`config.mk`:
```
export PLATFORM = sky130hd
export DESIGN_NAME = alu_req_master
export DESIGN_NICKNAME = d
export VERILOG_FILES = /design/src/rtl/alu_req_master.sv
export SDC_FILE = /design/constraint.sdc
export NUM_CORES = 1
export LEC_CHECK = 0
export ABC_AREA = 1
export BUFFER_PORTS_ARGS = -buffer_cell sky130_fd_sc_hd__buf_2
export CAP_MARGIN = 20
export CORE_ASPECT_RATIO = 1.1
export CORE_MARGIN = 4
export CORE_UTILIZATION = 41
export CTS_BUF_LIST = sky130_fd_sc_hd__clkbuf_4
export CTS_CLUSTER_DIAMETER = 50
export DETAILED_ROUTE_END_ITERATION = 8
export PLACE_DENSITY_LB_ADDON = 0.2
export SLEW_MARGIN = 20
export SYNTH_ARGS = -nofsm -noshare
export SYNTH_HDL_FRONTEND = slang
export SYNTH_SLANG_ARGS = --single-unit
export TNS_END_PERCENT = 20
```
`constraint.sdc`:
```
create_clock -name clk -period 5.1 [get_ports clk]
set_input_delay 0.51 -clock clk [delete_from_list [all_inputs] [get_ports clk]]
set_output_delay 0.51 -clock clk [all_outputs]
set_load 0.01 [all_outputs]
```
`src/rtl/alu_req_master.sv`:
```
// alu_req_master: packs client requests into ALU commands and tracks them in order.
// Returning results are paired with their operands; div-by-zero completes locally.
module alu_req_master #(
  parameter int MAX_OUTSTANDING = 4
) (
  input  logic       clk,
  input  logic       reset,
  input  logic       req_valid,
  input  logic [3:0] req_a,
  input  logic [3:0] req_b,
  input  logic [1:0] req_op,
  output logic       req_ready,
  output logic [9:0] cmd_data,
  output logic       cmd_valid,
  input  logic       cmd_ready,
  input  logic       rsp_valid,
  input  logic [8:0] rsp_data,
  output logic       out_valid,
  input  logic       out_ready,
  output logic [3:0] out_a,
  output logic [3:0] out_b,
  output logic [1:0] out_op,
  output logic [8:0] out_result,
  output logic       out_dz,
  output logic       err_unexp
);
  localparam int PW = $clog2(MAX_OUTSTANDING);
  localparam int CW = PW + 1;
  localparam logic [CW-1:0] FULL = CW'(MAX_OUTSTANDING);

  typedef enum logic {IDLE, SEND} state_t;
  state_t r_state, w_next;

  logic [3:0]    r_ta  [MAX_OUTSTANDING];
  logic [3:0]    r_tb  [MAX_OUTSTANDING];
  logic [1:0]    r_top [MAX_OUTSTANDING];
  logic          r_tloc[MAX_OUTSTANDING];
  logic [8:0]    r_rb  [MAX_OUTSTANDING];
  logic [PW-1:0] r_twp, r_trp, r_rwp, r_rrp;
  logic [CW-1:0] r_tcnt, r_rcnt, r_rem;
  logic [9:0]    r_cmd;
  logic          r_live;

  logic w_acc, w_dz, w_issue, w_rpush;
  logic w_hloc, w_hrdy, w_load, w_rpop;

  assign w_acc   = req_valid && req_ready;
  assign w_dz    = (req_op == 2'd3) && (req_b == 4'd0);
  assign w_issue = cmd_valid && cmd_ready;
  assign w_rpush = rsp_valid && (r_rem != '0);
  assign w_hloc  = r_tloc[r_trp];
  assign w_hrdy  = (r_tcnt != '0) && (w_hloc || (r_rcnt != '0));
  assign w_load  = w_hrdy && (!out_valid || out_ready);
  assign w_rpop  = w_load && !w_hloc;
  assign cmd_data = r_cmd;

  always_ff @(posedge clk or negedge reset) begin
    if (!reset) begin
      r_state <= IDLE;
      r_live  <= 1'b0;
    end else begin
      r_state <= w_next;
      r_live  <= 1'b1;
    end
  end

  always_comb begin
    w_next = r_state;
    unique case (r_state)
      IDLE: if (w_acc && !w_dz) w_next = SEND;
      SEND: if (cmd_ready) w_next = IDLE;
    endcase
  end

  // r_live holds req_ready low until the first edge after reset release
  always_comb begin
    req_ready = r_live && (r_state == IDLE) && (r_tcnt != FULL);
    cmd_valid = (r_state == SEND);
  end

  always_ff @(posedge clk) begin
    if (w_acc) begin
      r_ta[r_twp]   <= req_a;
      r_tb[r_twp]   <= req_b;
      r_top[r_twp]  <= req_op;
      r_tloc[r_twp] <= w_dz;
    end
    if (w_rpush) r_rb[r_rwp] <= rsp_data;
  end

  always_ff @(posedge clk or negedge reset) begin
    if (!reset) begin
      r_twp  <= '0;
      r_trp  <= '0;
      r_tcnt <= '0;
      r_rwp  <= '0;
      r_rrp  <= '0;
      r_rcnt <= '0;
      r_rem  <= '0;
      r_cmd  <= '0;
      err_unexp <= 1'b0;
    end else begin
      if (w_acc) r_twp <= r_twp + 1'b1;
      if (w_load) r_trp <= r_trp + 1'b1;
      r_tcnt <= r_tcnt + CW'(w_acc) - CW'(w_load);
      if (w_rpush) r_rwp <= r_rwp + 1'b1;
      if (w_rpop) r_rrp <= r_rrp + 1'b1;
      r_rcnt <= r_rcnt + CW'(w_rpush) - CW'(w_rpop);
      r_rem  <= r_rem + CW'(w_issue) - CW'(w_rpush);
      if (w_acc && !w_dz) r_cmd <= {req_op, req_b, req_a};
      if (rsp_valid && (r_rem == '0)) err_unexp <= 1'b1;
    end
  end

  always_ff @(posedge clk or negedge reset) begin
    if (!reset) begin
      out_valid  <= 1'b0;
      out_a      <= '0;
      out_b      <= '0;
      out_op     <= '0;
      out_result <= '0;
      out_dz     <= 1'b0;
    end else if (w_load) begin
      out_valid  <= 1'b1;
      out_a      <= r_ta[r_trp];
      out_b      <= r_tb[r_trp];
      out_op     <= r_top[r_trp];
      out_result <= w_hloc ? 9'd0 : r_rb[r_rrp];
      out_dz     <= w_hloc;
    end else if (out_ready) begin
      out_valid  <= 1'b0;
    end
  end

endmodule

```
Word level (Yosys, flattened, before mapping)

Memory sizes are Yosys's and may differ from the RTL's. A register that Yosys moved wholly into a read port is not among the register bits.
Index checks and enable logic that the tools add are counted.
W data, S select, Z words.

Multiplexer cells: 10
Equality and inequality tests: 2
Bitwise logic cells: 1
Add/subtract/negate cells: 10
Reduce and logical (&&, ||, !) cells: 25

Operators with widths:

| kind                  | count |
|---|---|
| $logic_and A1 B1 Y1   | 11 |
| $add A3 B1 Y3         | 3 |
| $mux W9               | 1 |
| $reduce_bool A3 Y1    | 3 |
| $sub A3 B1 Y3         | 3 |
| $add A2 B1 Y2 const B | 4 |
| $mux W1               | 8 |
| $logic_not A1 Y1      | 6 |
| $logic_not A4 Y1      | 1 |
| $logic_not A3 Y1      | 1 |
| $ne A3 B3 Y1 const B  | 1 |
| $eq A2 B2 Y1 const B  | 1 |
| $logic_or A1 B1 Y1    | 2 |
| $pmux W1 S2           | 1 |
| $reduce_bool A2 Y1    | 1 |
| $not A1 Y1            | 1 |

Logic and storage cells: 67
Output and inout port bits: 34
Memory bits (writable): 80
Register bits after elaboration: 41
Memories: 5

Memories:

| memory | depth | bits a word | read ports | clocked after Yosys merged registers in | write ports | RTL line | text |
|---|---|---|---|---|---|---|---|
| r_rb   | 4     | 9           | 1          | 0                                       | 1           | 38       | `logic [8:0] r_rb [MAX_OUTSTANDING];` |
| r_ta   | 4     | 4           | 1          | 1                                       | 1           | 34       | `logic [3:0] r_ta [MAX_OUTSTANDING];` |
| r_tb   | 4     | 4           | 1          | 1                                       | 1           | 35       | `logic [3:0] r_tb [MAX_OUTSTANDING];` |
| r_top  | 4     | 2           | 1          | 1                                       | 1           | 36       | `logic [1:0] r_top [MAX_OUTSTANDING];` |
| r_tloc | 4     | 1           | 1          | 0                                       | 1           | 37       | `logic r_tloc[MAX_OUTSTANDING];` |

Depth between registers and ports, before layout

Gate-level depths: netlist (run 1).

Depth after elaboration: 7
Depth in mapped cells: 15

Worst setup path before layout (run 1)

Ideal clock, no wire load.

Kind: register to register
Start: register r_trp[0]
End: register r_tcnt[2]
Library setup time: 0.129 ns
Arrival: 2.173 ns
Cell stages (with the launch flop): 15
Clock period less this slack: 2.301 ns
Slack: 2.799 ns
Cell sequence: dfrtp_1 buf_4 nand2_1 nand3_2 nand2_4 nand2_4 nand3_4 buf_6 inv_1 ha_1 inv_1 ha_1 fa_1 xnor2_1 xor2_1

Longest elaborated chain between the ends: 5

RTL lines:

| element                | RTL line | text |
|---|---|---|
| from (decl)            | 39       | `logic [PW-1:0] r_twp, r_trp, r_rwp, r_rrp;` |
| from (signal assigned) | 104      | `if (w_load) r_trp <= r_trp + 1'b1;` |
| $mem_v2 Z4 W1          | --       |  |
| $logic_or A1 B1 Y1     | 52       | `assign w_hrdy = (r_tcnt != '0) && (w_hloc \|\| (r_rcnt != '0));` |
| $logic_and A1 B1 Y1    | 52       |  |
| $logic_and A1 B1 Y1    | 53       | `assign w_load = w_hrdy && (!out_valid \|\| out_ready);` |
| via w_load             | 45       | `logic w_hloc, w_hrdy, w_load, w_rpop;` |
| $sub A3 B1 Y3          | 105      | `r_tcnt <= r_tcnt + CW'(w_acc) - CW'(w_load);` |
| to (signal assigned)   | 105      |  |
| to (decl)              | 40       | `logic [CW-1:0] r_tcnt, r_rcnt, r_rem;` |

The timed path passes the listed nets, and every way through them passes these cells.
A chain may end at the register's enable or synchronous reset.

Worst setup path after layout (run 1)

Same ends and word-level chain as after synthesis.

==> flow_results.xml, run 1 <==
<?xml version="1.0" encoding="UTF-8"?>
<metrics>
  <group name="run_status">
    <metric name="outcome" unit="">finished clean</metric>
  </group>
  <group name="global_route">
    <metric name="grt_max_degree" unit="">52</metric>
    <metric name="grt_first_pass_wirelength" unit="um">17370</metric>
    <metric name="grt_overflow" unit="">0</metric>
    <metric name="antenna_found_initial" unit="">1</metric>
    <metric name="track_usage" unit="">0.1494</metric>
    <metric name="grt_pass1_vias" unit="">3347</metric>
  </group>
  <group name="sta">
    <metric name="fmax" unit="MHz">321.1</metric>
    <metric name="final.period_utilization" unit="">0.6106</metric>
    <metric name="relSlewSlack" unit="">0.2886</metric>
    <metric name="time_the_worst_path_needs_with_i_o_delays_and_setup" unit="ps">3114</metric>
    <metric name="rsz0062_at_grt" unit="">false</metric>
    <metric name="worst_pin_slew" unit="ps">1063</metric>
    <metric name="finalSetupViolations" unit="">0</metric>
    <metric name="clock_skew_after_layout" unit="ps">24.49</metric>
    <metric name="final_max_slew_viol_count" unit="">0</metric>
    <metric name="fin_setup_tns" unit="ps">0</metric>
    <metric name="final-hold-violation-count" unit="">0</metric>
  </group>
  <group name="clock_tree">
    <metric name="cts_root_buf" unit="">clkbuf_4</metric>
    <metric name="clkSinkCount" unit="">131</metric>
    <metric name="clock_tree_from_tritoncts" unit="">built</metric>
    <metric name="post_cts_resize_count" unit="">0</metric>
    <metric name="max-clock-path-buffers" unit="">2</metric>
    <metric name="cts_inserted_buffers" unit="">17</metric>
    <metric name="cts_max_level" unit="">4</metric>
    <metric name="post_cts_hold_buffer_count" unit="">0</metric>
    <metric name="cts.reportedPaths.clkPinSlew" unit="ps">120</metric>
    <metric name="clock_insertion_delay_at_the_later_pin_of_the_skew_report" unit="ps">530</metric>
    <metric name="post-cts-setup-buffers" unit="">0</metric>
  </group>
  <group name="critical_path">
    <metric name="critical_path.reg2reg.startpoint" unit="">r_trp[0]</metric>
    <metric name="timing.critical_path.to_type" unit="">flip-flop</metric>
    <metric name="worstSetupEndpoint" unit="">r_tcnt[2]</metric>
    <metric name="setup.worst_path.start_class" unit="">flip-flop</metric>
    <metric name="max_stage_delay" unit="ps">830</metric>
    <metric name="critical-path-slowest-cell" unit="">dfrtp_1</metric>
    <metric name="cp.arrival" unit="ps">3570</metric>
    <metric name="timing.rr.end" unit="">r_tcnt[2]</metric>
    <metric name="reg2reg_setup_slack" unit="ps">1990</metric>
    <metric name="critical_path.max_fanout" unit="">25</metric>
    <metric name="critical_path_required" unit="ps">5560</metric>
    <metric name="setup.worst_path.class" unit="">flip-flop to flip-flop</metric>
    <metric name="critical_path.cell_chain" unit="">inv_4, nand2_1, nand3_2, nand2_4, nand2_4, nand3_4, inv_1, ha_1, inv_1, ha_1, fa_1, xnor2_1, xor2_1</metric>
    <metric name="crit_start" unit="">r_trp[0]</metric>
    <metric name="r2r.worst_path.cells" unit="">13</metric>
  </group>
  <group name="synth">
    <metric name="post_synth_num_cell_types" unit="">31</metric>
    <metric name="syn-mean-instance-area" unit="sq um">11.52</metric>
    <metric name="syn_nets" unit="">519</metric>
    <metric name="yosysTopAreaCellShare" unit="">0.4374</metric>
    <metric name="syn_area" unit="sq mm">0.005493</metric>
    <metric name="synthCells" unit="">477</metric>
    <metric name="ys_warn_count" unit="">0</metric>
    <metric name="netlist_top_cells_area" unit="">edfxtp_1 44%, dfrtp_1 23%, nand2_1 8.3%, o21ai_0 4.5%, nor2_1 3.4%</metric>
    <metric name="synth_seq_cells" unit="">131</metric>
    <metric name="yosysSeqAreaShare" unit="">0.6697</metric>
    <metric name="netlist.top_cell.by_area" unit="">edfxtp_1</metric>
  </group>
  <group name="layout">
    <metric name="final_util" unit="">0.4684</metric>
    <metric name="post_layout_net_count" unit="">579</metric>
    <metric name="layout.filler_cells" unit="">1190</metric>
    <metric name="synthToLayoutAreaGrowth" unit="%">12.21</metric>
    <metric name="final_layout_size_suffix_gt1_frac" unit="">0.2091</metric>
    <metric name="final_common_cell" unit="">nand2_1</metric>
    <metric name="layout.area.seq" unit="sq mm">0.003679</metric>
    <metric name="layout.cells.most_common_list" unit="">121 x nand2_1, 80 x edfxtp_1, 58 x buf_2</metric>
    <metric name="multiInputGateArea" unit="sq mm">0.001545</metric>
  </group>
  <group name="job">
    <metric name="maxCapViolCount" unit="">0</metric>
  </group>
  <group name="drt">
    <metric name="via_per_inst" unit="">4.763</metric>
    <metric name="detail_route.iter0.violations" unit="">229</metric>
    <metric name="remaining_drc_errors" unit="">0</metric>
    <metric name="finalWirelength" unit="um">10670</metric>
    <metric name="vias" unit="">3391</metric>
    <metric name="route.antenna.remaining_nets" unit="">0</metric>
    <metric name="wire_length_per_cell" unit="um">14.99</metric>
    <metric name="detailed_router_iteration_count_before_antenna_repair" unit="">4</metric>
  </group>
  <group name="die">
    <metric name="floorplan.initialDensity" unit="">0.4175</metric>
    <metric name="die_width" unit="um">118.4</metric>
    <metric name="rows" unit="">44</metric>
    <metric name="die_ar" unit="sq mm">0.01532</metric>
    <metric name="fp.dieH" unit="um">129.4</metric>
    <metric name="placeableCoreArea" unit="sq mm">0.01316</metric>
    <metric name="ports_placed_on_the_boundary" unit="">59</metric>
  </group>
  <group name="power">
    <metric name="ir_drop" unit="uV">241.9</metric>
    <metric name="power_leakage" unit="uW">0.002726</metric>
    <metric name="powerDensity" unit="mW/mm^2">567.5</metric>
  </group>
  <group name="place">
    <metric name="hpwl" unit="um">7248</metric>
    <metric name="routability_driven_placement_congestion_ratio" unit="">0.8725</metric>
    <metric name="io_buffers" unit="">58</metric>
  </group>
  <group name="worst_hold_path">
    <metric name="type_of_the_most_critical_hold_path" unit="">input pin to asynchronous set/reset pin</metric>
  </group>
</metrics>
==> area by class of cell <==
class                      instances  share of cell area
clock inverter                     8             0.01462
inverter                          42             0.02598
multi-input combinational        285              0.2507
antenna                            1           0.0004060
tap                              161             0.03268
sequential                       131              0.5968
timing repair buffer              60             0.04953
clock buffer                      24             0.02923
==> per-stage QoR <==
stage / instance area [sq um] / setup slack (ps) / hold WS, ps / instances / total power, uW
2_1_floorplan: 5493 / 2799 / 214.4 / 477 / 2525
6_report: 6163 / 1986 / 89.38 / 712 / 3498
4_1_cts: 6148 / 2004 / 64.05 / 710 / 3555
3_5_place_dp: 5878 / 1992 / 458.3 / 678 / 2878
5_1_grt: 6163 / 1768 / 120.3 / 712 / 3788
3_3_place_gp: 5878 / 2102 / 448.4 / 678 / 2819
==> layer usage <==
metal | wire length [um] | share of wire | track usage
met1 | 4977 | 0.47 | 0.1949
met2 | 5070 | 0.48 | 0.2328
met3 | 468 | 0.044 | 0.04801
met4 | 155 | 0.015 | 0.06276
met5 | 0 | 0 | 0
==> worst min path at each step <==
stage               from     endpoint
2_1_floorplan      reset  cmd_data[0]
3_3_place_gp   err_unexp    err_unexp
3_5_place_dp   err_unexp    err_unexp
4_1_cts            reset     r_twp[0]
5_1_grt            reset     r_twp[1]
6_report           reset     r_twp[1]
==> report_power, final <==
part           internal, uW  switching [uW]
clock                   324             348
sequential             1420             214
combinational           440             753
==> logic make-up after synthesis <==
group                    synth area share
AND/OR/NAND/NOR                    0.1558
flip-flops                         0.6697
adder cells (fa/ha/maj)           0.04283
other                           0.0006827
XOR/XNOR                          0.01594
buffers and inverters             0.04989
AO/OA/AOI/OAI                     0.06515
==> critical path, delay by kind of cell, from the launching register on <==
kind | cells | cell delay, ps
adders and majority gates | 3 | 830
xor gates and xnor gates | 2 | 330
DFF | 1 | 830
buffers and inverters | 3 | 350
and+or+nand+nor | 5 | 690
==> sequential cells by signal (all words and copies together) (netlist names) <==
| name | flops |
|---|---|
| r_tb | 16 |
| out_result | 9 |
| r_twp | 2 |
| r_tloc | 4 |
| r_rwp | 2 |
| r_trp | 2 |
| err_unexp | 1 |
| r_rrp | 2 |
| cmd_data | 10 |
| out_a | 4 |
| out_op | 2 |
| r_live | 1 |
| r_top | 8 |
| cmd_valid | 1 |
| out_b | 4 |
| r_ta | 16 |
| r_tcnt | 3 |
| out_valid | 1 |
| r_rcnt | 3 |
| r_rb | 36 |
| r_rem | 3 |
| out_dz | 1 |
==> Yosys cell counts <==
library cell	n
xor2_1	5
nand3_4	2
inv_1	38
inv_4	1
nor2_1	50
clkbuf_1	7
buf_6	4
nand3_1	2
nand3_2	2
dfrtp_1	51
a21boi_0	1
nand4_1	14
buf_4	1
ha_1	14
edfxtp_1	80
nand2_2	1
conb_1	1
nand2_4	2
fa_1	3
a31o_2	1
nand2_1	121
inv_2	2
o21ai_0	49
buf_2	7
nand3b_2	1
xnor2_1	5
a21oi_1	1
nand4_4	1
clkinv_1	1
o21ai_2	8
a31oi_4	1
(Power assumes the default switching activity.)
==> run 2, diff against run 1 <==
clock period = 3 ns   (was 5.1 ns; I/O delays follow)
==> run 2 against run 1 <==
Register-to-register slack worse by 1500 ps. First-iteration DRC count is 9.2% lower. Core utilization is 2.4 points higher. Largest power group unchanged. Power is 77% higher.
==> flow_results.xml, run 2 (synthesis results as in run 1) <==
<?xml version="1.0" encoding="UTF-8"?>
<metrics>
  <group name="layout">
    <metric name="antennaDiodeCount" unit="">0</metric>
    <metric name="final_common_cell" unit="">nand2_1</metric>
    <metric name="largest_registers" unit="">r_rb: 36 flops, r_ta: 16 flops, r_tb: 16 flops</metric>
    <metric name="synthToLayoutAreaGrowth" unit="%">18.00</metric>
    <metric name="post_layout_net_count" unit="">609</metric>
    <metric name="final_util" unit="">0.4926</metric>
    <metric name="final_layout_size_suffix_gt1_frac" unit="">0.2086</metric>
    <metric name="flip_flop_count_of_the_largest_register_all_copies_and_words_added" unit="">36</metric>
    <metric name="layout.cells.most_common_list" unit="">121 x nand2_1, 80 x edfxtp_1, 58 x buf_2</metric>
    <metric name="registers.top_by_ff_count" unit="">r_rb</metric>
  </group>
  <group name="critical_path">
    <metric name="timing.critical_path.to_type" unit="">flip-flop</metric>
    <metric name="setup.worst_path.class" unit="">flip-flop to flip-flop</metric>
    <metric name="critical_path_required" unit="ps">3450</metric>
    <metric name="reg2reg_setup_slack" unit="ps">480</metric>
    <metric name="setup.worst_path.start_class" unit="">flip-flop</metric>
    <metric name="timing.rr.end" unit="">r_tcnt[2]</metric>
    <metric name="critical_path.reg2reg.startpoint" unit="">r_trp[0]</metric>
    <metric name="critical_path.max_fanout" unit="">14</metric>
    <metric name="cp.arrival" unit="ps">2970</metric>
    <metric name="r2r.worst_path.cells" unit="">13</metric>
  </group>
  <group name="place">
    <metric name="routability_driven_placement_congestion_ratio" unit="">0.8309</metric>
    <metric name="io_buffers" unit="">58</metric>
    <metric name="hpwl" unit="um">7284</metric>
  </group>
  <group name="power">
    <metric name="share_comb_of_total_power" unit="">0.359</metric>
    <metric name="powerDensity" unit="mW/mm^2">955.3</metric>
    <metric name="power_frac_seq" unit="">0.432</metric>
    <metric name="power_leakage" unit="uW">0.002861</metric>
    <metric name="power.internal" unit="uW">3886</metric>
    <metric name="net_sw_frac" unit="">0.3724</metric>
    <metric name="clkPwrFrac" unit="">0.208</metric>
    <metric name="switchingPower" unit="uW">2306</metric>
    <metric name="ir_drop" unit="uV">425.3</metric>
  </group>
  <group name="run_status">
    <metric name="outcome" unit="">finished clean</metric>
  </group>
  <group name="drt">
    <metric name="detail_route.iter0.violations" unit="">208</metric>
    <metric name="wire_length_per_cell" unit="um">14.55</metric>
    <metric name="vias" unit="">3465</metric>
    <metric name="via_per_inst" unit="">4.676</metric>
    <metric name="finalWirelength" unit="um">10780</metric>
    <metric name="route.antenna.remaining_nets" unit="">0</metric>
    <metric name="detailed_router_iteration_count_before_antenna_repair" unit="">4</metric>
    <metric name="remaining_drc_errors" unit="">0</metric>
  </group>
  <group name="clock_tree">
    <metric name="clock_tree_from_tritoncts" unit="">built</metric>
    <metric name="cts_inserted_buffers" unit="">17</metric>
    <metric name="clkSinkCount" unit="">131</metric>
    <metric name="post_cts_hold_buffer_count" unit="">21</metric>
    <metric name="cts.reportedPaths.clkPinSlew" unit="ps">110</metric>
    <metric name="cts_max_level" unit="">4</metric>
    <metric name="post_cts_resize_count" unit="">0</metric>
    <metric name="clock_insertion_delay_at_the_later_pin_of_the_skew_report" unit="ps">520</metric>
    <metric name="max-clock-path-buffers" unit="">2</metric>
    <metric name="post-cts-setup-buffers" unit="">0</metric>
    <metric name="cts_root_buf" unit="">clkbuf_4</metric>
  </group>
  <group name="sta">
    <metric name="relSlewSlack" unit="">0.3852</metric>
    <metric name="worst_pin_slew" unit="ps">918.8</metric>
    <metric name="fin_setup_tns" unit="ps">0</metric>
    <metric name="final_max_slew_viol_count" unit="">0</metric>
    <metric name="clock_skew_after_layout" unit="ps">14.26</metric>
    <metric name="rsz0062_at_grt" unit="">false</metric>
    <metric name="fmax" unit="MHz">397.2</metric>
    <metric name="final-hold-violation-count" unit="">0</metric>
    <metric name="final.period_utilization" unit="">0.8392</metric>
    <metric name="finalSetupViolations" unit="">0</metric>
    <metric name="time_the_worst_path_needs_with_i_o_delays_and_setup" unit="ps">2518</metric>
  </group>
  <group name="global_route">
    <metric name="track_usage" unit="">0.1537</metric>
    <metric name="grt_overflow" unit="">0</metric>
    <metric name="antenna_found_initial" unit="">0</metric>
    <metric name="grt_first_pass_wirelength" unit="um">18200</metric>
    <metric name="grt_pass1_vias" unit="">3540</metric>
    <metric name="grt_max_degree" unit="">33</metric>
  </group>
  <group name="die">
    <metric name="placeableCoreArea" unit="sq mm">0.01316</metric>
    <metric name="rows" unit="">44</metric>
    <metric name="fp.dieH" unit="um">129.4</metric>
    <metric name="die_width" unit="um">118.4</metric>
    <metric name="floorplan.initialDensity" unit="">0.4175</metric>
    <metric name="ports_placed_on_the_boundary" unit="">59</metric>
    <metric name="die_ar" unit="sq mm">0.01532</metric>
  </group>
  <group name="job">
    <metric name="maxCapViolCount" unit="">0</metric>
  </group>
  <group name="worst_hold_path">
    <metric name="type_of_the_most_critical_hold_path" unit="">input pin to flip-flop</metric>
    <metric name="timing.hold.worst_path_depth" unit="">3</metric>
    <metric name="whs_endpoint" unit="">cmd_valid</metric>
    <metric name="timing.hold.worst.start" unit="">cmd_ready</metric>
  </group>
</metrics>
## run 2: changes by cell type in the layout (fill, tap and decap cells not counted), moves of 2 or more
cell	delta
clkbuf_4	-7
nor2_1	+2
clkinv_4	+2
bufinv_16	+2
buf_4	+9
dlygate4sd3_1	+21
nor2_2	-2
clkinvlp_4	+3
## run 2: power groups by stage
stage               clock network, uW  logic, uW  registers, uW
global placement                    0       2180           2700
floorplan                           0       1550           2740
detailed placement                  0       2240           2720
global route                     1400       2580           2740
CTS                              1330       2280           2680
finish                           1290       2230           2680
## run 2: worst max path at each step
stage,startpoint,end
final,r_trp[0],r_tcnt[2]
after floorplan,r_trp[0],r_tcnt[2]
after global routing,r_trp[0],r_tcnt[2]
after detailed placement,r_trp[0],r_tcnt[2]
after CTS,r_trp[0],r_tcnt[2]
after global placement,r_trp[0],r_tcnt[2]
## run 2: area by class of cell
type                    instances  area (sq um)
clock buffers                  17         127.6
inverters                      42         160.2
clock inverters                15         190.2
well taps                     161         201.4
fillers                      1175          6676
repair buffers                 90         583.1
multi-input cells             285          1540
flip-flops and latches        131          3679
## run 2: metal layers
layer  global-route usage  vias up  share of wire
li1                     -     1765              -
met4              0.06138        0          0.014
met2               0.2425       61           0.47
met3              0.04714       13          0.046
met1               0.2005     1626           0.47
met5                    0        -              0
## run 2: worst max-delay path: stages (launching register included)
cell and delay (ps):
dfrtp_1 480, buf_4 200, nand2_1 80, nand3_2 90
nand2_4 130, nand2_4 120, nand3_4 90, inv_1 60
ha_1 260, inv_1 40, ha_1 180, fa_1 380
xnor2_1 180, xor2_1 160
## run 2: stage by stage
stage	area [sq um]	power [uW]	setup slack (ps)	hold WS, ps	cells
after floorplan	5493	4292	698.7	4.409	477
after global placement	5953	4886	571.4	415.2	688
after detailed placement	5953	4965	497.8	426.6	688
after CTS	6481	6295	465.5	33.98	741
after global routing	6481	6727	296.6	49.86	741
final	6481	6192	482.4	85.73	741
